[src/rtl/fifo_pkg.sv]
// Shared definitions for the FIFO read-side upsizer: default geometry,
// lane-counter type and lane-mask helpers.
package fifo_pkg;

  localparam int WIDTH_DEF   = 4;
  localparam int RATIO_DEF   = 4;
  localparam int TIMEOUT_DEF = 16;

  localparam int CNT_W = $clog2(RATIO_DEF);
  typedef logic [CNT_W-1:0] cnt_t;

  localparam logic [RATIO_DEF-1:0] KEEP_ALL = {RATIO_DEF{1'b1}};

  // Mask with the low n bits set; n is always below the lane count.
  function automatic logic [31:0] low_mask(input int unsigned n);
    return (32'd1 << n) - 32'd1;
  endfunction

endpackage

[src/rtl/fifo_idle_timer.sv]
// Idle counter: cleared by i_clear, otherwise counts up and parks at
// TIMEOUT-1, where o_expired is asserted.
module fifo_idle_timer #(
  parameter int TIMEOUT = 16
) (
  input  logic i_clk,
  input  logic i_rst_n,
  input  logic i_clear,
  output logic o_expired
);

  localparam int TW = (TIMEOUT > 1) ? $clog2(TIMEOUT) : 1;

  logic [TW-1:0] r_timer;

  assign o_expired = (r_timer == TW'(TIMEOUT - 1));

  always_ff @(posedge i_clk or negedge i_rst_n) begin
    if (!i_rst_n) begin
      r_timer <= '0;
    end else if (i_clear) begin
      r_timer <= '0;
    end else if (!o_expired) begin
      r_timer <= r_timer + 1'b1;
    end
  end

endmodule

[src/rtl/fifo_rd_upsizer.sv]
// Packs RATIO show-ahead FIFO words into one registered valid/ready beat.
// FIFO_UPSIZER_TIMEOUT_EN adds an idle flush of partial beats and m_keep.
module fifo_rd_upsizer
  import fifo_pkg::*;
#(
  parameter int WIDTH   = WIDTH_DEF,
  parameter int RATIO   = RATIO_DEF,
  parameter int TIMEOUT = TIMEOUT_DEF
) (
  input  logic                   r_clk,
  input  logic                   r_rst_n,
  output logic                   fifo_rd_en,
  input  logic [WIDTH-1:0]       fifo_dat,
  input  logic                   fifo_empty,
  output logic                   m_valid,
  input  logic                   m_ready,
  output logic [WIDTH*RATIO-1:0] m_dat
`ifdef FIFO_UPSIZER_TIMEOUT_EN
  ,
  output logic [RATIO-1:0]       m_keep
`endif
);

  localparam int CW = $clog2(RATIO);
  localparam int AW = WIDTH * (RATIO - 1);

  if (TIMEOUT < 1 || RATIO < 2 || (RATIO & (RATIO - 1)) != 0) begin : g_param_check
    $error("fifo_rd_upsizer: illegal RATIO/TIMEOUT");
  end

  logic [CW-1:0]          r_cnt;
  logic [AW-1:0]          r_acc;
  logic                   r_valid;
  logic [WIDTH*RATIO-1:0] r_dat;
  logic                   w_out_free;
  logic                   w_last;
  logic                   w_pop;
  logic                   w_flush;

  // Valid/ready: a beat moves on any edge with m_valid && m_ready; while
  // m_valid is high and m_ready low, m_dat/m_keep hold. Only the final lane
  // waits for the output slot, so earlier lanes keep filling under stall.
  assign w_out_free = !r_valid || m_ready;
  assign w_last     = (r_cnt == CW'(RATIO - 1));
  assign w_pop      = r_rst_n && !fifo_empty && (!w_last || w_out_free);
  assign fifo_rd_en = w_pop;
  assign m_valid    = r_valid;
  assign m_dat      = r_dat;

`ifdef FIFO_UPSIZER_TIMEOUT_EN
  logic             w_expired;
  logic [RATIO-1:0] r_keep;

  fifo_idle_timer #(.TIMEOUT(TIMEOUT)) u_idle_timer (
    .i_clk     (r_clk),
    .i_rst_n   (r_rst_n),
    .i_clear   (w_pop || (r_cnt == '0) || w_flush),
    .o_expired (w_expired)
  );

  assign w_flush = w_expired && w_out_free && !w_pop && (r_cnt != '0);
  assign m_keep  = r_keep;
`else
  assign w_flush = 1'b0;
`endif

  // Accumulator is zeroed on every beat so a flushed partial has clean upper lanes.
  always_ff @(posedge r_clk or negedge r_rst_n) begin
    if (!r_rst_n) begin
      r_cnt   <= '0;
      r_acc   <= '0;
      r_valid <= 1'b0;
      r_dat   <= '0;
`ifdef FIFO_UPSIZER_TIMEOUT_EN
      r_keep  <= '0;
`endif
    end else begin
      if (r_valid && m_ready) begin
        r_valid <= 1'b0;
      end
      if (w_pop && w_last) begin
        r_dat   <= {fifo_dat, r_acc};
        r_valid <= 1'b1;
        r_cnt   <= '0;
        r_acc   <= '0;
`ifdef FIFO_UPSIZER_TIMEOUT_EN
        r_keep  <= {RATIO{1'b1}};
`endif
      end else if (w_pop) begin
        for (int i = 0; i < RATIO - 1; i++) begin
          if (r_cnt == CW'(i)) begin
            r_acc[i*WIDTH +: WIDTH] <= fifo_dat;
          end
        end
        r_cnt <= r_cnt + 1'b1;
      end else if (w_flush) begin
        r_dat   <= {{WIDTH{1'b0}}, r_acc};
        r_valid <= 1'b1;
        r_cnt   <= '0;
        r_acc   <= '0;
`ifdef FIFO_UPSIZER_TIMEOUT_EN
        r_keep  <= RATIO'(low_mask(32'(r_cnt)));
`endif
      end
    end
  end

endmodule
[config.mk]
export PLATFORM = sky130hd
export DESIGN_NAME = fifo_rd_upsizer
export DESIGN_NICKNAME = d
export VERILOG_FILES = /design/src/rtl/fifo_pkg.sv /design/src/rtl/fifo_idle_timer.sv /design/src/rtl/fifo_rd_upsizer.sv
export SDC_FILE = /design/constraint.sdc
export NUM_CORES = 1
export LEC_CHECK = 0
export BUFFER_PORTS_ARGS = -buffer_cell sky130_fd_sc_hd__buf_2
export CAP_MARGIN = 40
export CORE_MARGIN = 5
export CORE_UTILIZATION = 26
export CTS_BUF_LIST = sky130_fd_sc_hd__clkbuf_8
export CTS_CLUSTER_SIZE = 14
export DETAILED_ROUTE_END_ITERATION = 7
export GPL_ROUTABILITY_DRIVEN = 1
export HOLD_SLACK_MARGIN = 0.1
export SETUP_SLACK_MARGIN = 0.2
export SLEW_MARGIN = 20
export SYNTH_ARGS = -nofsm -noshare
export SYNTH_HDL_FRONTEND = slang
export SYNTH_HIERARCHICAL = 1
export SYNTH_SLANG_ARGS = --single-unit
[constraint.sdc]
create_clock -name r_clk -period 2.1 [get_ports r_clk]
set_clock_uncertainty 0.15 [all_clocks]
set_input_delay 0.42 -clock r_clk [delete_from_list [all_inputs] [get_ports r_clk]]
set_output_delay 0.42 -clock r_clk [all_outputs]
set_load 0.005 [all_outputs]
# Word level (Yosys, flattened, before mapping)

Index checks and enable logic that the tools add are counted.

Add/sub/neg operators: 1
Multipliers: 0
Divide/modulo/power cells: 0
Order comparisons: 0
Eq/ne operators: 3
Shifts and indexed selects: 0
Mux-type cells: 9
Bitwise logic cells: 0
Reductions and logical operators: 18

Operators by type and width:

| operator              | count |
|---|---|
| $mux W12              | 2 |
| $mux W4               | 3 |
| $reduce_bool A2 Y1    | 5 |
| $reduce_and A2 Y1     | 3 |
| $eq A2 B2 Y1 const B  | 2 |
| $logic_and A1 B1 Y1   | 4 |
| $mux W2               | 2 |
| $logic_not A1 Y1      | 3 |
| $add A2 B1 Y2 const B | 1 |
| $eq A2 B1 Y1 const B  | 1 |
| $logic_not A2 Y1      | 1 |
| $logic_or A1 B1 Y1    | 2 |
| $mux W1               | 2 |

Flip-flop bits (word level): 31
Latch bits: 0
RAM bits: 0
Bits in read-only memories: 0
Output and inout port bits: 18
Word-level logic and storage cells: 37
Memories kept: 0

# Depth between registers and ports, before layout

Gate-level depths: netlist (run 1).

Word-level depth: 7
Depth in mapped cells: 5

# Worst setup path after synthesis (run 1)

Ideal clock, no wire load.

Path kind: register to register
Start point: register r_cnt[0]
End point: register r_dat[10], in the netlist m_dat[10]
Setup time: 0.125 ns
Arrival: 1.341 ns
Setup slack: 0.484 ns
Cell stages (with the launch flop): 6
Path buffers: 2
Clock period less this slack: 1.616 ns
Path through: dfrtp_1 ha_1 and3_4 buf_6 buf_12 mux2_4

Longest elaborated chain between the ends: 5

Ends and longest elaborated chain:

| element                | line                  | source |
|---|---|---|
| start, declared        | fifo_rd_upsizer.sv:31 | `logic [CW-1:0] r_cnt;` |
| start signal, assigned | fifo_rd_upsizer.sv:95 | `r_cnt <= r_cnt + 1'b1;` |
| $eq A2 B2 Y1 *         | fifo_rd_upsizer.sv:44 | `assign w_last = (r_cnt == CW'(RATIO - 1));` |
| $logic_not A1 Y1       | fifo_rd_upsizer.sv:45 | `assign w_pop = r_rst_n && !fifo_empty && (!w_last \|\| w_out_free);` |
| $logic_or A1 B1 Y1     | fifo_rd_upsizer.sv:45 |  |
| $logic_and A1 B1 Y1    | fifo_rd_upsizer.sv:45 |  |
| $logic_and A1 B1 Y1 *  | fifo_rd_upsizer.sv:81 | `if (w_pop && w_last) begin` |
| end signal, assigned   | fifo_rd_upsizer.sv:82 | `r_dat <= {fifo_dat, r_acc};` |
| end signal, assigned   | fifo_rd_upsizer.sv:97 | `r_dat <= {{WIDTH{1'b0}}, r_acc};` |
| end, declared          | fifo_rd_upsizer.sv:34 | `logic [WIDTH*RATIO-1:0] r_dat;` |

Every way passes the cells marked *; elsewhere a longest branch is shown, timed or not.
A chain may end at the register's enable or synchronous reset.

# Worst setup path in the final report (run 1)

Start point: register r_cnt[0]
End point: output port fifo_rd_en

Longest elaborated chain between the ends: 4

Ends and longest elaborated chain:

| element             | line                  | source |
|---|---|---|
| $eq A2 B2 Y1        | fifo_rd_upsizer.sv:44 |  |
| $logic_not A1 Y1    | fifo_rd_upsizer.sv:45 |  |
| $logic_or A1 B1 Y1  | fifo_rd_upsizer.sv:45 |  |
| $logic_and A1 B1 Y1 | fifo_rd_upsizer.sv:45 |  |
| end, declared       | fifo_rd_upsizer.sv:12 | `output logic fifo_rd_en,` |

No other way between the ends.

==> results of run 1 <==
[sequential cells by signal, indices dropped and copies added, names as in the netlist]
register and count:
r_cnt 2, m_dat 16, r_acc 12, m_valid 1
[per-stage QoR]
step                setup slack, ns  instances  cell area (sq um)  total power [mW]
floorplan                     0.484         82               1320              1.40
global placement              0.337        175               1510              1.62
detailed placement            0.308        175               1510              1.65
CTS                           0.260        187               1650              2.21
global route                  0.203        191               1680              2.34
finish                        0.303        191               1680              2.19
[critical path, delay by kind of cell, from the launching register on]
kind                     cells  cell delay, ns
adder cells (fa/ha/maj)      1            0.18
buffers and inverters        2            0.15
flip-flops                   1            0.41
AND/OR/NAND/NOR              2            0.21
[synth_stat cells]
cell,count
sky130_fd_sc_hd__nand3b_1,1
sky130_fd_sc_hd__nor2b_4,1
sky130_fd_sc_hd__inv_1,3
sky130_fd_sc_hd__ha_1,4
sky130_fd_sc_hd__and3_4,1
sky130_fd_sc_hd__mux2_2,8
sky130_fd_sc_hd__o211ai_1,3
sky130_fd_sc_hd__and2b_1,1
sky130_fd_sc_hd__a32o_1,12
sky130_fd_sc_hd__dfrtp_1,31
sky130_fd_sc_hd__buf_2,1
sky130_fd_sc_hd__nand2b_4,1
sky130_fd_sc_hd__nand2_1,3
sky130_fd_sc_hd__mux2_4,10
sky130_fd_sc_hd__buf_12,1
sky130_fd_sc_hd__buf_6,1
[cell families (layout without fill, tap and decap cells)]
| group | after synthesis | in the layout | synth area share, % |
|---|---|---|---|
| flip-flops | 31 | 31 | 58.7 |
| adder cells (fa/ha/maj) | 4 | 4 | 3.79 |
| AND/OR/NAND/NOR | 8 | 8 | 4.92 |
| multiplexers | 18 | 18 | 18.2 |
| AO/OA/AOI/OAI | 15 | 15 | 10.8 |
| buffers and inverters | 6 | 45 | 3.60 |
[cell usage in the layout (no fill, tap or decap)]
master	n
sky130_fd_sc_hd__ha_1	3
sky130_fd_sc_hd__clkbuf_8	7
sky130_fd_sc_hd__nand2_1	2
sky130_fd_sc_hd__and2b_1	1
sky130_fd_sc_hd__dfrtp_1	31
sky130_fd_sc_hd__inv_2	1
sky130_fd_sc_hd__nor2b_4	1
sky130_fd_sc_hd__nand2_2	1
sky130_fd_sc_hd__dlygate4sd3_1	1
sky130_fd_sc_hd__o211ai_1	3
sky130_fd_sc_hd__nand2b_4	1
sky130_fd_sc_hd__mux2_4	10
sky130_fd_sc_hd__ha_4	1
sky130_fd_sc_hd__nand3b_1	1
sky130_fd_sc_hd__buf_4	8
sky130_fd_sc_hd__a32o_1	12
sky130_fd_sc_hd__and3_4	1
sky130_fd_sc_hd__buf_2	25
sky130_fd_sc_hd__inv_1	3
sky130_fd_sc_hd__mux2_2	8
[worst paths after layout]
check	startpoint	to	slack (ns)	cells after the start
max	r_cnt[0]	fifo_rd_en	0.30	5
min	fifo_dat[2]	m_dat[14]	0.30	2
max reg2reg	r_cnt[0]	r_acc[11]	0.43	5
min reg2reg	r_acc[9]	r_acc[9]	0.34	1
max in group asynchronous	r_rst_n	m_dat[15]	0.91	3
min in group asynchronous	r_rst_n	m_dat[1]	0.61	3
[routing by layer]
layer  GRT usage [%]  part of all wire [%]  vias to the layer above  wire length [um]
met3            3.88                   4.7                        8               133
met2            15.4                    50                       20              1430
li1                -                     -                      386                 -
met5               0                     0                        -                 0
met1            11.4                    43                      422              1230
met4            4.56                   2.3                        0                66
[area by class of cell]
class	instances	share of cell area, %
timing repair buffer	34	11.6
sequential	31	46.1
clock inverter	1	0.223
clock buffer	7	5.72
inverter	3	0.669
multi-input combinational	45	30.5
tap	70	5.20
[where the power goes]
group	switching, mW	total [mW]	internal, mW
logic	0.278	0.706	0.428
registers	0.138	0.985	0.847
clock network	0.202	0.496	0.294
total	0.619	2.19	1.57
[what timing repair did]
item,CTS,global route
gates resized for setup,3,1
endpoints found under the setup margin,1,1
hold endpoints to repair,31,0
hold buffers,1,0
buffers inserted,3,4
pin swaps,0,2
==> flow_summary_export.csv, run 1 <==
group,metric,value,unit
run_status,status,"finished clean",
critical_path,critical-path-slowest-cell,"sky130_fd_sc_hd__dfrtp_1",
critical_path,timing.critical_path.arrival,1.23,ns
critical_path,timing.critical_path.required,1.53,ns
yosys,synthDominantAreaCellType,"sky130_fd_sc_hd__dfrtp_1",
routing,detail_route.wl_per_cell,15.0,um
finish,synthToLayoutAreaGrowth,27.4,%
critical_path,critPathCaptureType,"primary output",
clock_tree,ctsHtreeMaxLevel,2,
critical_path,cp_max_fo,4,
routing,drt_iter0_drc,36,
sta,finalSetupViolCount,0,
yosys,avg_inst_size_synth,16.1,sq um
sta,worst_hold_slack,0.296,ns
finish,seq_area,776,sq um
clock_tree,clock_insertion_delay_worst_skew,0.28,ns
sta,fmax,557,MHz
placed_design,gp_routability_congestion,0.692,
floorplan,floorplan.initialDensity,26.4,%
power,power_leakage,0.826,nW
sta,timing_worst_slew_pin_value,0.472,ns
global_routing,grt_first_pass_wirelength,4.66,mm
routing,detail_route.drc_violations,0,
power,power_per_cell_area,1300,nW/um^2
clock_tree,max-clock-path-buffers,2,
placed_design,io_buffers,25,
floorplan,fp-row-count,26,
routing,detailedRoute.firstPassIterationCount,4,
routing,drt_wl_total,2.86,mm
floorplan,die_area,6610,sq um
routing,ant_nets,0,
routing,viasPerCell,4.38,
clock_tree,clock-sinks,31,
finish,nFillCells,495,
clock_tree,cts_tree,"built",
global_routing,globalRoute.totalOverflow,0,
finish,multiInputGateArea,513,sq um
placed_design,dpl.hpwl,2.00,mm
routing,num_vias,836,
yosys,synthesis.area,1320,sq um
flow_run,cap_violations,0,
finish,drive_gt1_share,52.9,%
sta,fin_setup_tns,0,ns
finish,insertedDiodeCount,0,
yosys,synth_nets,94,
floorplan,ios,26,
worst_hold_path,min-delay-path-class,"input pin to flip-flop",
yosys,netlist.area_leader.share,58.7,%
yosys,synth_seq_cells,31,
sta,grt_setup_unrepaired,"false",
floorplan,fp.dieW,81.3,um
yosys,synthTopCellsByArea,"sky130_fd_sc_hd__dfrtp_1 59%, sky130_fd_sc_hd__mux2_4 11%, sky130_fd_sc_hd__a32o_1 9.1%",
critical_path,critical_path.max_stage_delay,0.41,ns
sta,fin_crit,1.80,ns
yosys,synth-seq-area-share,58.7,%
yosys,synthCells,82,
critical_path,critPathKind,"flip-flop to primary output",
yosys,synth.yosys.warnings,6,
sta,min_period_over_period,85.6,%
clock_tree,cts-root-buf,"sky130_fd_sc_hd__clkbuf_8",
yosys,unique_cell_type_count_in_the_yosys_netlist,16,
sta,finalHoldViolCount,0,
global_routing,first_global_vias,903,
clock_tree,cts.reportedPaths.clkPinSlew,0.06,ns
floorplan,die_h,81.3,um
floorplan,core_area,5010,sq um
critical_path,critical_path.startpoint_type,"flip-flop",
finish,finalNetCount,132,
finish,post-route-util,33.6,%
sta,timing_max_transition_violations_final,0,
clock_tree,cts_inserted_buffers,5,
power,vdd.ir_drop.worst,0.343,mV
global_routing,grt_util_all_layers,9.71,%
sta,slew_headroom,68.6,%
global_routing,antenna_found_initial,0,
critical_path,crit_chain,"ha_4, nand3b_1, nand2_2, inv_2, buf_2",
global_routing,grt_start_max_net_pins,32,
No activity file was read; power rests on OpenSTA's default activity.
==> run 2, diff against run 1 <==
Settings changed: RECOVER_POWER set to 50.
==> flow_summary_export.csv, run 2 (synthesis gave the netlist of run 1 again) <==
group,metric,value,unit
sta,min_period_over_period,88.2,%
power,internal-power,1.55,mW
floorplan,die_h,81.3,um
clock_tree,cts-root-buf,"sky130_fd_sc_hd__clkbuf_8",
routing,num_vias,842,
floorplan,fp.dieW,81.3,um
clock_tree,cts.reportedPaths.clkPinSlew,0.06,ns
critical_path,timing.critical_path.arrival,1.28,ns
clock_tree,cts_tree,"built",
run_status,status,"finished clean",
clock_tree,clock-sinks,31,
routing,drt_wl_total,2.83,mm
power,vdd.ir_drop.worst,0.342,mV
sta,finalSetupViolCount,0,
routing,detail_route.wl_per_cell,14.8,um
critical_path,cp_max_fo,4,
clock_tree,ctsHtreeMaxLevel,2,
power,power_frac_clock,22.8,%
routing,detail_route.drc_violations,0,
finish,synthToLayoutAreaGrowth,25.6,%
sta,worst_hold_slack,0.299,ns
critical_path,critPathCaptureType,"primary output",
finish,post-route-util,33.1,%
routing,detailedRoute.firstPassIterationCount,4,
finish,finalNetCount,132,
finish,drive_gt1_share,46.3,%
sta,grt_setup_unrepaired,"false",
sta,timing_worst_slew_pin_value,0.741,ns
finish,largest_register_ff_count,16,
finish,insertedDiodeCount,0,
global_routing,antenna_found_initial,0,
floorplan,core_area,5010,sq um
floorplan,ios,26,
sta,fin_setup_tns,0,ns
finish,final_cell_mix,"31 x sky130_fd_sc_hd__dfrtp_1, 18 x sky130_fd_sc_hd__buf_2, 12 x sky130_fd_sc_hd__a32o_1",
floorplan,fp-row-count,26,
placed_design,gp_routability_congestion,0.692,
critical_path,startpoint,"r_cnt[1]",
power,power_leakage,0.801,nW
global_routing,globalRoute.totalOverflow,0,
placed_design,post-place-ws,0.308,ns
global_routing,grt_start_max_net_pins,32,
finish,multiInputGateArea,500,sq um
placed_design,io_buffers,25,
worst_hold_path,min-delay-path-class,"input pin to flip-flop",
routing,viasPerCell,4.41,
worst_hold_path,worst_hold_startpoint,"fifo_dat[2]",
floorplan,die_area,6610,sq um
floorplan,floorplan.initialDensity,26.4,%
clock_tree,clock_insertion_delay_worst_skew,0.27,ns
critical_path,crit-reg2reg-launch,"r_cnt[0]",
critical_path,critPathKind,"flip-flop to primary output",
sta,finalHoldViolCount,0,
sta,timing_max_transition_violations_final,0,
clock_tree,max-clock-path-buffers,2,
flow_run,cap_violations,0,
global_routing,grt_util_all_layers,9.71,%
routing,ant_nets,0,
power,sequentialPowerShare,45.3,%
global_routing,first_global_vias,903,
power,swShare,28.2,%
clock_tree,cts_inserted_buffers,5,
sta,fin_crit,1.85,ns
finish,layout_commonest_cell,"sky130_fd_sc_hd__dfrtp_1",
power,share_comb_of_total_power,31.8,%
power,power_per_cell_area,1300,nW/um^2
placed_design,dpl.hpwl,2.00,mm
critical_path,critical_path.startpoint_type,"flip-flop",
routing,drt_iter0_drc,41,
sta,finalWorstSetupSlack,0.247,ns
critical_path,timing.critical_path.required,1.53,ns
finish,nFillCells,502,
sta,fmax,540,MHz
sta,slew_headroom,50.6,%
global_routing,grt_first_pass_wirelength,4.66,mm
power,net-switching-power,0.609,mW
finish,seq_area,776,sq um
-- run 2: metrics by stage --
step	cell area [sq um]	std cells	power, mW
2_1_floorplan	1320	82	1.40
3_3_place_gp	1510	175	1.62
3_5_place_dp	1510	175	1.65
4_1_cts	1650	187	2.21
5_1_grt	1660	191	2.32
6_report	1660	191	2.16
-- run 2: what timing repair did --
item / in CTS / in global routing
gates resized for setup: 3 / 1
buffers inserted: 3 / 4
hold buffers: 1 / 0
endpoints found under the hold margin: 31 / 0
setup endpoints to repair: 1 / 1
pin swaps: 0 / 2
-- run 2: worst max-delay path, cell delays in order, from the launching register on --
cell                       delay, ns
sky130_fd_sc_hd__dfrtp_1        0.38
sky130_fd_sc_hd__ha_1           0.25
sky130_fd_sc_hd__nand3b_1       0.14
sky130_fd_sc_hd__nand2_2        0.09
sky130_fd_sc_hd__inv_2          0.05
sky130_fd_sc_hd__buf_2          0.10
-- run 2: layout make-up --
| type | instances | area share [%] |
|---|---|---|
| inverters | 3 | 0.679 |
| well taps | 70 | 5.28 |
| multi-input cells | 45 | 30.2 |
| flip-flops and latches | 31 | 46.8 |
| repair buffers | 34 | 11.1 |
| clock inverters | 1 | 0.226 |
| clock buffers | 7 | 5.81 |
-- run 2: power groups by stage --
stage          combinational [mW]  sequential [mW]  clock [mW]
6_report                    0.687            0.979       0.493
5_1_grt                     0.755             1.02       0.547
4_1_cts                     0.701            0.986       0.518
3_5_place_dp                0.656            0.999           0
3_3_place_gp                0.632            0.986           0
2_1_floorplan               0.412            0.983           0
-- run 2: routing by layer --
layer	global-route usage [%]	vias to the layer above	share of wire, %
li1	-	389	-
met1	11.4	425	42
met2	15.4	20	51
met3	3.88	8	4.7
met4	4.56	0	2.3
met5	0	-	0
-- run 2: final timing paths --
kind                               to  slack, ns  depth (start not counted)
max                        fifo_rd_en       0.25                          5
min                         m_dat[14]       0.30                          2
max reg2reg                  m_dat[0]       0.37                          4
min reg2reg                  r_acc[9]       0.34                          1
max in group asynchronous    m_dat[8]       0.54                          3
min in group asynchronous    m_dat[2]       0.79                          3
